==> src/rtl/cycle_count_gen.sv <==
// rtl/cycle_count_gen.sv - run/stop cycle counter with prescaler, terminal count and optional snapshot channel (macro CYCLE_COUNT_GEN_SNAPSHOT_EN)
module cycle_count_gen #(
  parameter int unsigned        WIDTH     = 32,
  parameter int unsigned        PRESCALE  = 1,
  parameter logic [WIDTH-1:0]   MAX_COUNT = '0
) (
  input  logic             clk,
  input  logic             rst_n,
  input  logic             start,
  input  logic             stop,
  input  logic             clear,
  output logic [WIDTH-1:0] cycle_count,
  output logic             count_chg,
  output logic             wrap,
  output logic             done,
  input  logic             snap_req,
  output logic             snap_valid,
  input  logic             snap_ready,
  output logic [WIDTH-1:0] snap_data,
  output logic             snap_ovr
);

  localparam logic [1:0] ST_IDLE = 2'd0;
  localparam logic [1:0] ST_RUN  = 2'd1;
  localparam logic [1:0] ST_DONE = 2'd2;

  localparam logic [15:0]      PRE_LAST     = 16'(PRESCALE - 1);
  localparam logic [WIDTH-1:0] CNT_ALL_ONES = '1;
  localparam bit               TERMINAL_EN  = (MAX_COUNT != '0);

  logic [1:0]       state_q, state_d;
  logic [15:0]      pre_q, pre_d;
  logic [WIDTH-1:0] cnt_q, cnt_d;
  logic             chg_q, chg_d;
  logic             wrap_q, wrap_d;
  logic             done_q, done_d;
  logic             inc;
  logic [WIDTH-1:0] cnt_inc;

  assign cnt_inc = cnt_q + WIDTH'(1);

  // Next-state: FSM transitions, prescaler tick, increment, then clear overriding everything on the count
  always_comb begin
    state_d = state_q;
    pre_d   = pre_q;
    cnt_d   = cnt_q;
    chg_d   = 1'b0;
    wrap_d  = 1'b0;
    inc     = 1'b0;

    unique case (state_q)
      ST_IDLE: begin
        if (start && !stop) begin
          state_d = ST_RUN;
        end
      end
      ST_RUN: begin
        if (stop) begin
          state_d = ST_IDLE;
          pre_d   = '0;
        end else if (pre_q == PRE_LAST) begin
          pre_d = '0;
          inc   = 1'b1;
        end else begin
          pre_d = pre_q + 16'd1;
        end
      end
      ST_DONE: begin
        state_d = ST_DONE;
      end
      default: begin
        state_d = ST_IDLE;
      end
    endcase

    if (inc) begin
      cnt_d = cnt_inc;
      chg_d = 1'b1;
      if (TERMINAL_EN && (cnt_inc == MAX_COUNT)) begin
        state_d = ST_DONE;
      end
      if (!TERMINAL_EN && (cnt_q == CNT_ALL_ONES)) begin
        wrap_d = 1'b1;
      end
    end

    // clear still lets stop/start steer the FSM, but a terminal hit it cancelled must not reach DONE
    if (clear) begin
      cnt_d  = '0;
      pre_d  = '0;
      chg_d  = (cnt_q != '0);
      wrap_d = 1'b0;
      if (state_q == ST_DONE) begin
        state_d = ST_IDLE;
      end else if (state_d == ST_DONE) begin
        state_d = ST_RUN;
      end
    end

    done_d = (state_d == ST_DONE);
  end

  // Counter state registers with synchronous active-low reset
  always_ff @(posedge clk) begin
    if (!rst_n) begin
      state_q <= ST_IDLE;
      pre_q   <= '0;
      cnt_q   <= '0;
      chg_q   <= 1'b0;
      wrap_q  <= 1'b0;
      done_q  <= 1'b0;
    end else begin
      state_q <= state_d;
      pre_q   <= pre_d;
      cnt_q   <= cnt_d;
      chg_q   <= chg_d;
      wrap_q  <= wrap_d;
      done_q  <= done_d;
    end
  end

  assign cycle_count = cnt_q;
  assign count_chg   = chg_q;
  assign wrap        = wrap_q;
  assign done        = done_q;

`ifdef CYCLE_COUNT_GEN_SNAPSHOT_EN
  logic             snap_valid_q, snap_valid_d;
  logic [WIDTH-1:0] snap_data_q, snap_data_d;
  logic             snap_ovr_q, snap_ovr_d;

  // Snapshot handshake: capture when the slot is free or being drained this cycle, else flag the drop
  always_comb begin
    snap_valid_d = snap_valid_q;
    snap_data_d  = snap_data_q;
    snap_ovr_d   = snap_ovr_q;
    if (snap_valid_q && snap_ready) begin
      snap_valid_d = 1'b0;
    end
    if (snap_req) begin
      if (!snap_valid_q || snap_ready) begin
        snap_valid_d = 1'b1;
        snap_data_d  = cnt_q;
      end else begin
        snap_ovr_d = 1'b1;
      end
    end
  end

  // Snapshot registers; reset drops any pending capture
  always_ff @(posedge clk) begin
    if (!rst_n) begin
      snap_valid_q <= 1'b0;
      snap_data_q  <= '0;
      snap_ovr_q   <= 1'b0;
    end else begin
      snap_valid_q <= snap_valid_d;
      snap_data_q  <= snap_data_d;
      snap_ovr_q   <= snap_ovr_d;
    end
  end

  assign snap_valid = snap_valid_q;
  assign snap_data  = snap_data_q;
  assign snap_ovr   = snap_ovr_q;
`else
  logic snap_unused;
  assign snap_unused = snap_req ^ snap_ready;
  assign snap_valid  = 1'b0;
  assign snap_data   = '0;
  assign snap_ovr    = 1'b0;
`endif

endmodule

==> config.mk <==
export PLATFORM = sky130hd
export DESIGN_NAME = cycle_count_gen
export DESIGN_NICKNAME = d
export VERILOG_FILES = /design/src/rtl/cycle_count_gen.sv
export SDC_FILE = /design/constraint.sdc
export NUM_CORES = 1
export LEC_CHECK = 0
export ABC_CLOCK_PERIOD_IN_PS = 6600
export CORE_UTILIZATION = 45
export CTS_BUF_LIST = sky130_fd_sc_hd__clkbuf_16
export CTS_CLUSTER_DIAMETER = 80
export DETAILED_ROUTE_END_ITERATION = 16
export GPL_ROUTABILITY_DRIVEN = 0
export PLACE_DENSITY = 0.75
export SYNTH_ARGS = -nofsm -noshare
export SYNTH_HDL_FRONTEND = slang
export SYNTH_SLANG_ARGS = --single-unit
==> constraint.sdc <==
create_clock -name clk -period 6.6 [get_ports clk]
set_input_delay 1.98 -clock clk [delete_from_list [all_inputs] [get_ports clk]]
set_output_delay 1.98 -clock clk [all_outputs]
set_load 0.005 [all_outputs]
==> metrics.txt <==
result of the run finished clean; most frequent cells in the layout sky130_fd_sc_hd__dfxtp_1, sky130_fd_sc_hd__nor2_1, sky130_fd_sc_hd__clkdlybuf4s50_1, sky130_fd_sc_hd__conb_1; end of the worst hold path wrap; flip-flop and latch count after synthesis 53; Inserted Diodes 0; worst-skew pair later-pin latency 0.29 ns; die outline area 0.00659 sq mm; TritonRoute pass-1 iters 4; min Tclk post-route 4.51 ns; Die X 81.2 um; count of cells along the worst hold path 2; setup repair bufs after CTS 0; die height 81.2 um; final antenna-violating net count 0; fin. max-slew vios 0; Area Growth Syn to Fin 16.8%; cell count after placement 451; sort of element at the end of the critical path register; placeable core region 0.00599 sq mm; clock-pin transition on the worst setup and hold timing paths 0.06 ns; setup repair after global routing missed its margin no; largest stage delay on the critical path 0.62 ns; CP Launch Type primary input; vias per std cell 5.35; Nets 394; Cell Rows 28; P_int 0.000461 W; Lkg Pwr 1.10 nW; actual slew at the worst max-slew pin 0.859 ns; fraction of final layout cells sized beyond drive strength 1 3.39%; Critical Path AT 4.74 ns; wire length of the first global-routing pass 9950 um; Clock Power Share 42.1%; Final Non-Filler Cells 458; compound-cell area share of the yosys netlist 5.94%; effective utilization at floorplan 47.1%; summed instance area of the synthesized netlist 0.00282 sq mm; hold-fix buffer count after cts 0; power density over cell area 178 mW/mm^2; combinational power share 3.1%; final sum of negative setup slack 0 ns; number of distinct standard cells referenced by the synthesized netlist 35; net load switching power 0.000125 W; main area contributors after synthesis sky130_fd_sc_hd__dfxtp_1, sky130_fd_sc_hd__buf_4, sky130_fd_sc_hd__xor2_1, sky130_fd_sc_hd__nor2_1, sky130_fd_sc_hd__nand4_1; pin count of the biggest net entering global routing 25; post-synthesis xor/xnor area fraction 9.62%; simple-gate share of the synthesized area 33.3%; Wirelength per Cell 13.2 um; sequential cell area fraction in the yosys report 37.6%; Worst VDD drop 132 uV; reg-to-reg setup timing slack 3.68 ns; HP Start cycle_count[31]; portion of netlist area occupied by mux cells 0%; post-route cell area 0.00330 sq mm; Mapped Cells 344; wirelength, routed 6070 um; FF-to-FF path depth 8; vias after detailed routing 2449; largest family of logic cells by synthesized area simple AND/OR/NAND/NOR gates; vias in the first global route 2176; post-cts repair resize count 0; clock tree root driver cell sky130_fd_sc_hd__clkbuf_16; R2R Path Start pre_q[0]; Port Buffers 39; WP data required 6.83 ns; final worst path period share 68.4%; Synth Warn # 0; source of the critical timing path stop; classification of the worst setup path in -> reg; H-tree level count 2; worst-path cell chain clkdlybuf4s50_1 > or4bb_1 > nor4_4 > buf_4 > nand4_1 > or4_1 > a21oi_1; global-route congestion overflow total 0; cell taking the most area after synthesis sky130_fd_sc_hd__dfxtp_1; fmax 222 MHz; critical-path maximum fanout 17; Reg2Reg Capture Point cycle_count[26]; classification of the worst-slack hold path reg -> reg; iteration-0 DRC count of the detailed router 118; fillcell total 593; CTS tree done; Setup Skew 0.00324 ns; fraction of synthesized cell area taken by the top area cell type 37.6%; adder and majority cell fraction of the synthesized area 1.77%; ports placed on the boundary 76; Mapped Avg Cell Area 8.21 sq um; clock sink count 53; Detail Placement HPWL 4250 um; slowest library cell on the worst path sky130_fd_sc_hd__or4_1; Slew HR 42.2%; most common cell after layout, fill and taps aside sky130_fd_sc_hd__dfxtp_1; total track usage 19.8%; number of max-cap violations 0; final setup violation count 0; Fin. Hold Viols 0; placement-stage cell area 0.00316 sq mm; initial antenna violation count 0; number of remaining DRC errors 0; Reg power frac 54.8%; maximum buffer depth of the clock tree 2; share of total power consumed by net switching 21.3%; overall power consumption 0.000586 W; clock buffers created by TritonCTS 5
==> registers in the layout, summed over array words and instances, names as in the netlist <==
register,cells
cycle_count,32
pre_q,16
state_q,2
count_chg,1
done,1
wrap,1
==> stage by stage <==
step | util, % | hold slack [ns] | worst slack [ns]
after CTS | 55.0 | 0.484 | 2.11
final | 55.0 | 0.481 | 2.09
after detailed placement | 52.8 | 0.472 | 1.82
after floorplan | - | 0.461 | 2.88
after global placement | 52.8 | 0.474 | 1.80
after global routing | 55.0 | 0.526 | 1.96
==> cell families after synthesis <==
family | count (synthesis)
flip-flops | 53
other | 1
adder cells (fa/ha/maj) | 4
AND/OR/NAND/NOR | 171
XOR/XNOR | 31
AO/OA/AOI/OAI | 31
buffers and inverters | 53
==> routing by layer <==
metal,track usage [%],vias up,part of all wire (%)
met5,0,-,0
met4,10.0,0,3.0
met2,30.6,66,46
met3,5.28,15,5.2
met1,25.2,1145,46
li1,-,1223,-
==> cell usage after synthesis, drive strengths merged <==
library cell,number
buf,35
nand4b,1
nor4b,3
nor2b,2
o31ai,3
dfxtp,53
o211a,1
or4b,1
nand3b,1
and3,4
nand4,24
clkbuf,8
or4bb,1
o21ai,11
or4,7
conb,1
nor4,15
and2,1
xnor2,8
nor3,8
or3,11
nor2,47
xor2,23
nor3b,3
nand2b,3
nand3,19
ha,4
or2,1
inv,10
nand2,19
a21oi,16
==> worst max-delay path by stage <==
stage / depth (start not counted) / to / slack (ns)
2_1_floorplan: 5 / cycle_count[25] / 2.88
3_3_place_gp: 7 / cycle_count[26] / 1.80
5_1_grt: 7 / cycle_count[26] / 1.96
3_5_place_dp: 7 / cycle_count[26] / 1.82
4_1_cts: 7 / cycle_count[26] / 2.11
6_report: 7 / cycle_count[26] / 2.09
==> area by class of cell <==
class                      count  area [sq um]  area share [%]
clock buffer                   5           125            3.80
clock inverter                 2          7.51           0.228
inverter                      10          37.5            1.14
multi-input combinational    271          1560            47.3
sequential                    53          1060            32.2
tap                           75          93.8            2.85
timing repair buffer          42           413            12.5
==> power by group through the flow <==
| stage | registers (W) | clock network, W | logic (W) |
|---|---|---|---|
| finish | 0.000321 | 0.000247 | 0.0000179 |
| global route | 0.000321 | 0.000271 | 0.0000211 |
| CTS | 0.000321 | 0.000252 | 0.0000179 |
| detailed placement | 0.000329 | 0 | 0.0000178 |
| global placement | 0.000329 | 0 | 0.0000177 |
| floorplan | 0.000328 | 0 | 0.0000261 |
==> worst max-delay path: cells and delay by family <==
family | cells | cell delay, ns
AOI/OAI and AO/OA | 1 | 0.14
and+or+nand+nor | 4 | 1.82
buffers and inverters | 2 | 0.79
(Power assumes the default switching activity.)
==> variant (config.mk and constraints unchanged) <==
Set the parameter `WIDTH` to 48 (it was 32).
--- a/src/rtl/cycle_count_gen.sv
+++ b/src/rtl/cycle_count_gen.sv
@@ -2,3 +2,3 @@
 module cycle_count_gen #(
-  parameter int unsigned        WIDTH     = 32,
+  parameter int unsigned        WIDTH     = 48,
   parameter int unsigned        PRESCALE  = 1,
Ports: changed (resized cycle_count and snap_data); port bits go from 76 to 108. No check against the original RTL was run, so the function may have changed too.
==> variant against the unedited design <==
Critical endpoint is now cycle_count[45]. Setup slack improved by 0.46 ns. Sequential cell count up 16. Synthesized area grew 35%. Routed wire length rose by 49%. Total power is 62% higher. Largest cell class unchanged. First-iteration DRC count rose by 73%. Cell area up 38%.
==> variant: results (changes against the unedited design) <==
stage,metric,value,unit,change
outcome,outcome,completed,,unchanged
yosys,synthTopCellsByCount,"69 x dfxtp_1, 50 x buf_4, 45 x nor2_1",,"was 53 x dfxtp_1, 47 x nor2_1, 34 x buf_4"
global_route,grt_max_degree,34,,was 25
detailed_routing,firstDrtPassIters,5,,was 4
clocking,h-tree-depth,3,,was 2
detailed_routing,route.met3.wl,500,µm,was 314 µm
cells_and_area,buf_share,12.4,%,was 12.5%
global_route,gr-usage-met2,36.7,%,was 30.6%
hold_path,hold_end,pre_q[1],,was wrap
cells_and_area,drive_above_1_share,4.64,%,was 3.39%
yosys,seq_area_frac_synth,36.1,%,was 37.6%
yosys,synth-compound-area-share,8.97,%,was 5.94%
yosys,synth_xor_area_share,7.33,%,was 9.62%
place,numPortBuffers,55,,was 39
yosys,synthAdderAreaFrac,1.31,%,was 1.77%
yosys,synth_area_leaders,"dfxtp_1 36%, buf_4 9.8%, xor2_1 5.3%",,"was dfxtp_1 38%, buf_4 9.0%, xor2_1 7.1%"
power_and_ir_drop,p_sw_share,21.1,%,was 21.3%
sta,tightest_slew,0.858,ns,was 0.859 ns
critical_path,arrival,4.31,ns,was 4.74 ns
global_route,grt_pass1_wl,14700,µm,was 9950 µm
detailed_routing,routed_wl,9020,µm,was 6070 µm
critical_path,r2r_cells,7,,was 8
power_and_ir_drop,power_density,209,nW/µm²,was 178 nW/µm²
detailed_routing,wl_met2,4560,µm,was 2760 µm
power_and_ir_drop,p_comb,25.2,µW,was 17.9 µW
cells_and_area,multi_input_area,2130,µm²,was 1560 µm²
global_route,grt_pass1_vias,3119,,"was 2,176"
cells_and_area,signal_buffers,57,,was 42
clocking,insertion_delay,0.34,ns,was 0.29 ns
power_and_ir_drop,p_leak,0.00150,µW,was 0.00110 µW
cells_and_area,multi_input_gates,367,,was 271
-- variant: kinds of logic (layout without fill, tap and decap cells) --
logic type,after synthesis,in the layout
AO/OA/AOI/OAI,62,62
AND/OR/NAND/NOR,218,218
adder cells (fa/ha/maj),4,4
flip-flops,69,69
multiplexers,1,1
other,1,50
buffers and inverters,76,81
XOR/XNOR,32,32
-- variant: metrics by stage --
| stage | area, µm² | util [%] | instances | hold WS, ns | worst slack, ns |
|---|---|---|---|---|---|
| after CTS | 4550 | 55.4 | 622 | 0.499 | 2.52 |
| after global routing | 4550 | 55.4 | 622 | 0.543 | 2.39 |
| final | 4550 | 55.4 | 622 | 0.498 | 2.55 |
| after global placement | 4240 | 51.6 | 606 | 0.475 | 2.24 |
| after floorplan | 4010 | - | 512 | 0.453 | 3.25 |
| after detailed placement | 4240 | 51.6 | 606 | 0.492 | 2.18 |
